==> src/rtl/nn_noc_endpoint.sv <==
// nn_noc_endpoint: credit-flow-controlled NoC endpoint between an NN layer and
// a CONNECT send/recv port pair. TX splits a layer vector into a multi-flit
// packet gated by per-VC credits; RX buffers flits, reassembles the vector and
// returns one credit per flit consumed.
module nn_noc_endpoint #(
  parameter int FLIT_DATA_WIDTH = 64,
  parameter int DEST_BITS       = 2,
  parameter int VC_BITS         = 1,
  parameter int NUM_VCS         = 2,
  parameter int CREDITS_PER_VC  = 2,
  parameter int VEC_WIDTH       = 126,
  parameter int RX_DEPTH        = 4,
  localparam int P              = FLIT_DATA_WIDTH - 1,
  localparam int FLIT_W         = 2 + DEST_BITS + VC_BITS + FLIT_DATA_WIDTH
) (
  input  logic                 clk,
  input  logic                 reset,
  input  logic                 tx_valid,
  output logic                 tx_ready,
  input  logic [VEC_WIDTH-1:0] tx_vec,
  input  logic [DEST_BITS-1:0] tx_dest,
  input  logic [VC_BITS-1:0]   tx_vc,
  input  logic                 tx_mode,
  output logic [FLIT_W-1:0]    flit_out,
  output logic                 flit_out_en,
  input  logic [VC_BITS:0]     credit_in,
  input  logic [FLIT_W-1:0]    flit_in,
  output logic [VC_BITS:0]     credit_out,
  output logic                 credit_out_en,
  output logic                 rx_valid,
  input  logic                 rx_ready,
  output logic [VEC_WIDTH-1:0] rx_vec,
  output logic                 rx_mode,
  output logic [VC_BITS-1:0]   rx_vc,
  output logic [2:0]           err
);
  localparam int NUM_FLITS = (VEC_WIDTH + P - 1) / P;
  localparam int PAD_W     = NUM_FLITS * P;
  localparam int TXI_W     = $clog2(NUM_FLITS + 1);
  localparam int IDX_W     = (NUM_FLITS > 1) ? $clog2(NUM_FLITS) : 1;
  localparam int CRED_W    = $clog2(CREDITS_PER_VC + 1);
  localparam int PTR_W     = (RX_DEPTH > 1) ? $clog2(RX_DEPTH) : 1;
  localparam int CNT_W     = $clog2(RX_DEPTH + 1);

  typedef enum logic [0:0] {TX_IDLE = 1'b0, TX_SEND = 1'b1} tx_state_e;

  tx_state_e           tx_state_q;
  logic                tx_ready_q;
  logic [PAD_W-1:0]    tx_vec_q;
  logic [DEST_BITS-1:0] tx_dest_q;
  logic [VC_BITS-1:0]  tx_vc_q;
  logic                tx_mode_q;
  logic [TXI_W-1:0]    tx_idx_q;
  logic [FLIT_W-1:0]   flit_out_q;
  logic [CRED_W-1:0]   credit_q [NUM_VCS];
  logic [2:0]          err_q;

  logic [PAD_W-1:0]    snd_vec_s;
  logic [DEST_BITS-1:0] snd_dest_s;
  logic [VC_BITS-1:0]  snd_vc_s;
  logic                snd_mode_s;
  logic [TXI_W-1:0]    snd_idx_s;
  logic                snd_pending_s;
  logic                snd_avail_s;
  logic                snd_fire_s;
  logic [FLIT_W-1:0]   snd_flit_s;
  logic                cin_valid_s;
  logic [VC_BITS-1:0]  cin_vc_s;
  logic [NUM_VCS-1:0]  cr_inc_s;
  logic [NUM_VCS-1:0]  cr_dec_s;
  logic [NUM_VCS-1:0]  cr_ovf_s;

  logic [FLIT_W-1:0]   rxf_mem_q [RX_DEPTH];
  logic [PTR_W-1:0]    rxf_rd_q;
  logic [PTR_W-1:0]    rxf_wr_q;
  logic [CNT_W-1:0]    rxf_cnt_q;
  logic [PAD_W-1:0]    rx_buf_q;
  logic [IDX_W-1:0]    rx_idx_q;
  logic                rx_valid_q;
  logic                rx_mode_q;
  logic [VC_BITS-1:0]  rx_vc_q;

  logic [FLIT_W-1:0]   head_s;
  logic                head_tail_s;
  logic [VC_BITS-1:0]  head_vc_s;
  logic                head_mode_s;
  logic [P-1:0]        head_pay_s;
  logic                pop_s;
  logic                push_s;
  logic                rx_ovf_s;
  logic                rx_last_s;
  logic                rx_frm_s;
  logic                unused_ok_s;

  assign cin_valid_s = credit_in[VC_BITS];
  assign cin_vc_s    = credit_in[VC_BITS-1:0];

  // Select the flit candidate: straight from the inputs on the accepting cycle, else from the latched packet
  always_comb begin
    snd_vec_s     = tx_vec_q;
    snd_dest_s    = tx_dest_q;
    snd_vc_s      = tx_vc_q;
    snd_mode_s    = tx_mode_q;
    snd_idx_s     = tx_idx_q;
    snd_pending_s = 1'b0;
    if (tx_state_q == TX_IDLE) begin
      snd_vec_s     = PAD_W'(tx_vec);
      snd_dest_s    = tx_dest;
      snd_vc_s      = tx_vc;
      snd_mode_s    = tx_mode;
      snd_idx_s     = '0;
      snd_pending_s = tx_valid;
    end else begin
      snd_pending_s = (tx_idx_q < TXI_W'(NUM_FLITS));
    end
    // A credit returned this cycle already counts for the flit registered at this edge
    snd_avail_s = (credit_q[snd_vc_s] != '0) || (cin_valid_s && (cin_vc_s == snd_vc_s));
    snd_fire_s  = snd_pending_s && snd_avail_s;
    snd_flit_s  = {1'b1, (snd_idx_s == TXI_W'(NUM_FLITS - 1)), snd_dest_s, snd_vc_s,
                   snd_mode_s, snd_vec_s[snd_idx_s*P +: P]};
  end

  // Per-VC credit increment/decrement/overflow events
  always_comb begin
    cr_inc_s = '0;
    cr_dec_s = '0;
    cr_ovf_s = '0;
    for (int v = 0; v < NUM_VCS; v++) begin
      cr_inc_s[v] = cin_valid_s && (cin_vc_s == VC_BITS'(v));
      cr_dec_s[v] = snd_fire_s && (snd_vc_s == VC_BITS'(v));
      cr_ovf_s[v] = cr_inc_s[v] && !cr_dec_s[v] && (credit_q[v] == CRED_W'(CREDITS_PER_VC));
    end
  end

  // TX packet FSM with registered flit output
  always_ff @(posedge clk) begin
    if (reset) begin
      tx_state_q <= TX_IDLE;
      tx_ready_q <= 1'b1;
      tx_vec_q   <= '0;
      tx_dest_q  <= '0;
      tx_vc_q    <= '0;
      tx_mode_q  <= 1'b0;
      tx_idx_q   <= '0;
      flit_out_q <= '0;
    end else begin
      flit_out_q <= snd_fire_s ? snd_flit_s : '0;
      case (tx_state_q)
        TX_IDLE: begin
          if (tx_valid) begin
            tx_vec_q   <= snd_vec_s;
            tx_dest_q  <= tx_dest;
            tx_vc_q    <= tx_vc;
            tx_mode_q  <= tx_mode;
            tx_idx_q   <= snd_fire_s ? TXI_W'(1) : TXI_W'(0);
            tx_state_q <= TX_SEND;
            tx_ready_q <= 1'b0;
          end
        end
        TX_SEND: begin
          // All flits out: spend one cycle here, giving the idle gap between packets
          if (tx_idx_q == TXI_W'(NUM_FLITS)) begin
            tx_state_q <= TX_IDLE;
            tx_ready_q <= 1'b1;
          end else if (snd_fire_s) begin
            tx_idx_q <= tx_idx_q + TXI_W'(1);
          end
        end
        default: begin
          tx_state_q <= TX_IDLE;
          tx_ready_q <= 1'b1;
        end
      endcase
    end
  end

  // Credit counters (saturating at the router buffer depth) and sticky error flags
  always_ff @(posedge clk) begin
    if (reset) begin
      for (int v = 0; v < NUM_VCS; v++) credit_q[v] <= CRED_W'(CREDITS_PER_VC);
      err_q <= 3'b000;
    end else begin
      for (int v = 0; v < NUM_VCS; v++) begin
        if (cr_inc_s[v] && !cr_dec_s[v] && !cr_ovf_s[v]) begin
          credit_q[v] <= credit_q[v] + CRED_W'(1);
        end else if (cr_dec_s[v] && !cr_inc_s[v]) begin
          credit_q[v] <= credit_q[v] - CRED_W'(1);
        end else begin
          credit_q[v] <= credit_q[v];
        end
      end
      err_q <= err_q | {(|cr_ovf_s), rx_frm_s, rx_ovf_s};
    end
  end

  assign head_s      = rxf_mem_q[rxf_rd_q];
  assign head_tail_s = head_s[FLIT_W-2];
  assign head_vc_s   = head_s[FLIT_DATA_WIDTH +: VC_BITS];
  assign head_mode_s = head_s[FLIT_DATA_WIDTH-1];
  assign head_pay_s  = head_s[P-1:0];
  assign pop_s       = (rxf_cnt_q != '0) && !rx_valid_q;
  assign rx_ovf_s    = flit_in[FLIT_W-1] && (rxf_cnt_q == CNT_W'(RX_DEPTH));
  assign push_s      = flit_in[FLIT_W-1] && !rx_ovf_s;
  assign rx_last_s   = (rx_idx_q == IDX_W'(NUM_FLITS - 1));
  assign rx_frm_s    = pop_s && ((head_tail_s != rx_last_s) ||
                                 ((rx_idx_q != '0) && (head_vc_s != rx_vc_q)));
  assign unused_ok_s = ^{head_s[FLIT_W-1], head_s[FLIT_W-3 -: DEST_BITS]};

  // RX FIFO storage; contents are only meaningful below the occupancy count
  always_ff @(posedge clk) begin
    if (push_s) begin
      rxf_mem_q[rxf_wr_q] <= flit_in;
    end
  end

  // RX FIFO pointers and occupancy
  always_ff @(posedge clk) begin
    if (reset) begin
      rxf_rd_q  <= '0;
      rxf_wr_q  <= '0;
      rxf_cnt_q <= '0;
    end else begin
      if (push_s) rxf_wr_q <= rxf_wr_q + PTR_W'(1);
      if (pop_s)  rxf_rd_q <= rxf_rd_q + PTR_W'(1);
      case ({push_s, pop_s})
        2'b10:   rxf_cnt_q <= rxf_cnt_q + CNT_W'(1);
        2'b01:   rxf_cnt_q <= rxf_cnt_q - CNT_W'(1);
        default: rxf_cnt_q <= rxf_cnt_q;
      endcase
    end
  end

  // Packet reassembly; the first chunk of a packet clears the rest so short packets read back as zero
  always_ff @(posedge clk) begin
    if (reset) begin
      rx_buf_q   <= '0;
      rx_idx_q   <= '0;
      rx_valid_q <= 1'b0;
      rx_mode_q  <= 1'b0;
      rx_vc_q    <= '0;
    end else if (rx_valid_q) begin
      if (rx_ready) rx_valid_q <= 1'b0;
    end else if (pop_s) begin
      if (rx_idx_q == '0) begin
        rx_buf_q <= PAD_W'(head_pay_s);
      end else begin
        rx_buf_q[rx_idx_q*P +: P] <= head_pay_s;
      end
      rx_mode_q <= head_mode_s;
      rx_vc_q   <= head_vc_s;
      if (head_tail_s) begin
        rx_valid_q <= 1'b1;
        rx_idx_q   <= '0;
      end else if (!rx_last_s) begin
        rx_idx_q <= rx_idx_q + IDX_W'(1);
      end
    end
  end

  assign tx_ready      = tx_ready_q;
  assign flit_out      = flit_out_q;
  assign flit_out_en   = flit_out_q[FLIT_W-1];
  assign credit_out    = pop_s ? {1'b1, head_vc_s} : '0;
  assign credit_out_en = pop_s;
  assign rx_valid      = rx_valid_q;
  assign rx_vec        = rx_buf_q[VEC_WIDTH-1:0];
  assign rx_mode       = rx_mode_q;
  assign rx_vc         = rx_vc_q;
  assign err           = err_q;
endmodule

==> config.mk <==
export PLATFORM = sky130hd
export DESIGN_NAME = nn_noc_endpoint
export DESIGN_NICKNAME = d
export VERILOG_FILES = /design/src/rtl/nn_noc_endpoint.sv
export SDC_FILE = /design/constraint.sdc
export NUM_CORES = 1
export LEC_CHECK = 0
export BUFFER_PORTS_ARGS = -buffer_cell sky130_fd_sc_hd__buf_2
export CAP_MARGIN = 20
export CORE_ASPECT_RATIO = 0.75
export CORE_UTILIZATION = 35
export DETAILED_ROUTE_END_ITERATION = 8
export MAX_ROUTING_LAYER = met4
export SLEW_MARGIN = 10
export SYNTH_ARGS = -nofsm -noshare
export SYNTH_HDL_FRONTEND = slang
export SYNTH_SLANG_ARGS = --single-unit
==> constraint.sdc <==
create_clock -name clk -period 3.6 [get_ports clk]
set_clock_uncertainty 0.05 [all_clocks]
set_input_delay 0.18 -clock clk [delete_from_list [all_inputs] [get_ports clk]]
set_output_delay 0.18 -clock clk [all_outputs]
set_load 0.03 [all_outputs]
==> parameters.txt <==
Parameter                              Value

Status
  Run status ... complete, no violations

Clock network
  Root Buffer ... clkbuf_16
  Setup repair bufs after CTS ... 0
  Worst skew pair latency ... 0.64 ns
  Clock tree from TritonCTS ... yes
  Post-cts sizing count ... 0
  Number of buffers created by CTS ... 59
  H-tree lvl count ... 2
  Bufs on Longest Clock Path ... 3
  Number of clock sinks seen by CTS ... 613
  CTS clk-pin slew, worst paths ... 0.06 ns

Placement
  Number of I/O port buffers ... 408
  Cell count after placement ... 3001
  Detailed-placement wirelength estimate ... 36700 µm
  Pre-CTS WS ... 0.899 ns
  Placed inst area ... 0.0253 mm²
  Gpl congestion ... 0.781

STA
  RSZ-0062 raised after global routing ... no
  Number of hold violations in the final report ... 0
  Slew Limit Fails ... 0
  Share of the cycle needed by the critical path after routing ... 75.2%
  Time the final worst path needs with I/O delays and setup ... 2.71 ns
  Total setup violations reported at the end of the flow ... 0
  Minimum setup slack in the final design ... 0.891 ns
  Achievable clock frequency ... 0.369 GHz
  TNS Setup ... 0 ns
  Worst hold margin ... 0.0647 ns
  Worst slew pin tran ... 1.15 ns
  Max transition margin ... 23.4%

Global route
  Vias in the first global route ... 16600
  Global-route usage over all layers ... 18.7%
  Global Route met1 Usage ... 22.7%
  Global route overflow ... 0
  Antenna violations before repair ... 3
  Wire length of the first global-routing pass ... 92500 µm
  Most crowded layer after global routing ... met2
  GR Util met2 ... 30.6%
  Global-route track usage on met3 ... 4.75%
  Pin count of the biggest net entering global routing ... 147

Route
  Total wire length after detailed routing ... 60900 µm
  Number of iterations in the first detailed-routing pass ... 5
  Initial DRC Count ... 984
  Number of remaining DRC errors ... 0
  Average wire length per cell after detail routing ... 18.1 µm
  Number of routed nets with antenna violations ... 0
  Via count of the routed design ... 16500
  Average via count per standard cell ... 4.89

Synthesis
  Synth Cell Area ... 0.0225 mm²
  Proportion of synthesized flip-flops having asynchronous set or reset ... 0%
  Area share of the leading cell type in the synthesized netlist ... 35.8%
  Sequential cell area fraction in the yosys report ... 66.5%
  Nets in the synthesized netlist ... 2054
  Seq cells post-synth ... 613
  Unique masters post-synth ... 45
  Synth area leaders ... edfxtp_1 36%, dfxtp_1 31%, nand2_1 6.6%
  Post-Synthesis Mean Instance Area ... 12.2 µm²
  Post-synth EDFFs ... 268
  Cell type with the highest aggregate area in the netlist ... edfxtp_1
  Count of warnings emitted by yosys ... 0
  Post-synth top flop ... dfxtp_1
  Number of instances in the synthesized netlist ... 1841

Critical path
  Required time of the worst setup path ... 4.07 ns
  Highest fanout seen on the critical path ... 10
  Launching element type of the critical path ... flop
  Maximum cell stage delay along the critical path ... 0.39 ns
  Critical Path, Cell by Cell ... nor3_1 -> buf_4 -> or2_2 -> clkinv_1 -> ha_1 -> inv_1 -> fa_1 -> xor2_1 -> or3_1 -> a21oi_1
  Arrival time at the worst endpoint ... 3.18 ns
  WS Path Type ... flop to flop
  Type of element capturing the critical path ... flop
  Highest-delay cell along the critical path ... dfxtp_1

Power
  Cell internal pwr ... 13.9 mW
  Sequential group share of total power ... 41.5%
  Peak VDD IR ... 0.000796 V
  Overall Power ... 21.0 mW
  Areal power density over the cells ... 704 mW/mm²
  Leakage power ... 11.5 nW
  Switching Fraction ... 33.8%
  Switching pwr ... 7.10 mW
  Clk network pwr share ... 30.3%
  Part of the power in combinational logic ... 28.2%

Die
  IO Pins ... 411
  Core ar. ... 0.0636 mm²
  Initial cell density of the core ... 35.4%
  Area of the die ... 0.0653 mm²
  Die Ht ... 222 µm
  Die X-Extent ... 295 µm
  Rows ... 80

Cells and area
  Final Instance Count excl. Fillers ... 3367
  Final nets ... 2666
  Final Instance Area ... 0.0299 mm²
  Fraction of final layout cells sized beyond drive strength 1 ... 25.0%
  Post-synthesis to final-layout area growth ... 32.8%
  Final core area utilization ... 47.0%

Min path
  Hold crit path type ... primary input to flop

Run
  Max-Cap Viols ... 0
logic make-up (layout without fill, tap and decap cells):
logic type | Yosys count | in the layout | synth area share, %
flip-flops | 613 | 613 | 66.5
other | 0 | 3 | 0
multiplexers | 132 | 132 | 9.50
AO/OA/AOI/OAI | 348 | 348 | 9.93
XOR/XNOR | 9 | 9 | 0.350
AND/OR/NAND/NOR | 585 | 585 | 10.2
adder cells (fa/ha/maj) | 8 | 8 | 0.478
buffers and inverters | 146 | 808 | 3.08
registers in the layout, summed over array words and instances (netlist names), 3 cells and up, named ones only:
name       count
err            3
rx_vec       126
tx_vec_q     126
rxf_cnt_q      3
flit_out      69
credit_q       4
rxf_mem_q    264
power by group through the flow:
stage | logic (mW) | registers [mW] | clock network (mW)
after detailed placement | 5.75 | 8.87 | 0
after global routing | 6.38 | 8.83 | 6.80
after CTS | 6.00 | 8.73 | 6.53
after global placement | 5.69 | 8.83 | 0
after floorplan | 3.16 | 9.58 | 0
final | 5.93 | 8.72 | 6.36
placed cells by master, fill, tap and decap left out, types with 7 or more instances in the layout:
cell,n
inv_1,11
nand2_1,397
clkbuf_8,11
buf_4,18
a211oi_2,15
mux4_2,65
buf_2,407
a22oi_1,65
buf_12,7
ha_1,7
nor2_1,152
clkbuf_16,61
a211oi_1,46
clkbuf_1,21
a21oi_1,202
dfxtp_1,341
edfxtp_1,268
mux2i_1,65
dlygate4sd3_1,252
per-layer routing:
| metal | wire [µm] | vias to the layer above |
|---|---|---|
| li1 | - | 7779 |
| met1 | 25600 | 8082 |
| met2 | 29500 | 489 |
| met3 | 4380 | 102 |
| met4 | 1380 | 0 |
| met5 | 0 | - |
worst max-delay path: cells and delay by family (launching register included):
| kind | cells | cell delay, ns |
|---|---|---|
| buffers and inverters | 3 | 0.45 |
| XOR/XNOR | 1 | 0.17 |
| AO/OA/AOI/OAI | 1 | 0.18 |
| flip-flops | 1 | 0.39 |
| adder cells (fa/ha/maj) | 2 | 0.59 |
| AND/OR/NAND/NOR | 3 | 0.80 |
synthesized netlist by cell type, types with 2 or more instances:
cell        n
buf_2      34
ha_1        7
xor2_1      4
or3_1       4
nor2b_1     4
and3b_1     2
nand3_1     5
xnor2_1     5
nand2b_1    5
and2_1      4
mux2_2      2
mux2i_1    65
nor3_1      5
nor2_1    152
dfxtp_1   345
a211oi_1   46
a311oi_2    5
inv_1      11
a211oi_2   15
mux4_2     65
buf_4      13
nand2_1   397
edfxtp_1  268
buf_1       9
o21ai_0     4
a31oi_1     2
nor3b_1     4
a21oi_1   202
buf_6       7
clkbuf_1   71
a22oi_1    65
layout make-up:
class / instances / area (µm²)
multi-input cells: 1082 / 6880
repair buffers: 685 / 4850
inverters: 12 / 45.0
well taps: 861 / 1080
clock buffers: 94 / 1760
clock inverters: 17 / 269
diodes: 3 / 7.51
fillers: 5630 / 33700
flip-flops and latches: 613 / 15000
repair_timing:
item	in CTS	in global routing
endpoints found under the setup margin	0	0
hold endpoints to repair	468	0
hold buffers	252	0
path summary, 6_finish.rpt:
path              cells past startpoint  slack, ns    startpoint            to
setup / recovery                     10       0.89  rxf_cnt_q[0]  rxf_cnt_q[2]
hold / removal                        4       0.06  credit_in[1]        err[2]
setup reg to reg                     10       0.89  rxf_cnt_q[0]  rxf_cnt_q[2]
hold reg to reg                       2       0.40    rx_vec[12]    rx_vec[12]
Note: power is estimated with default switching activity, not from simulation.
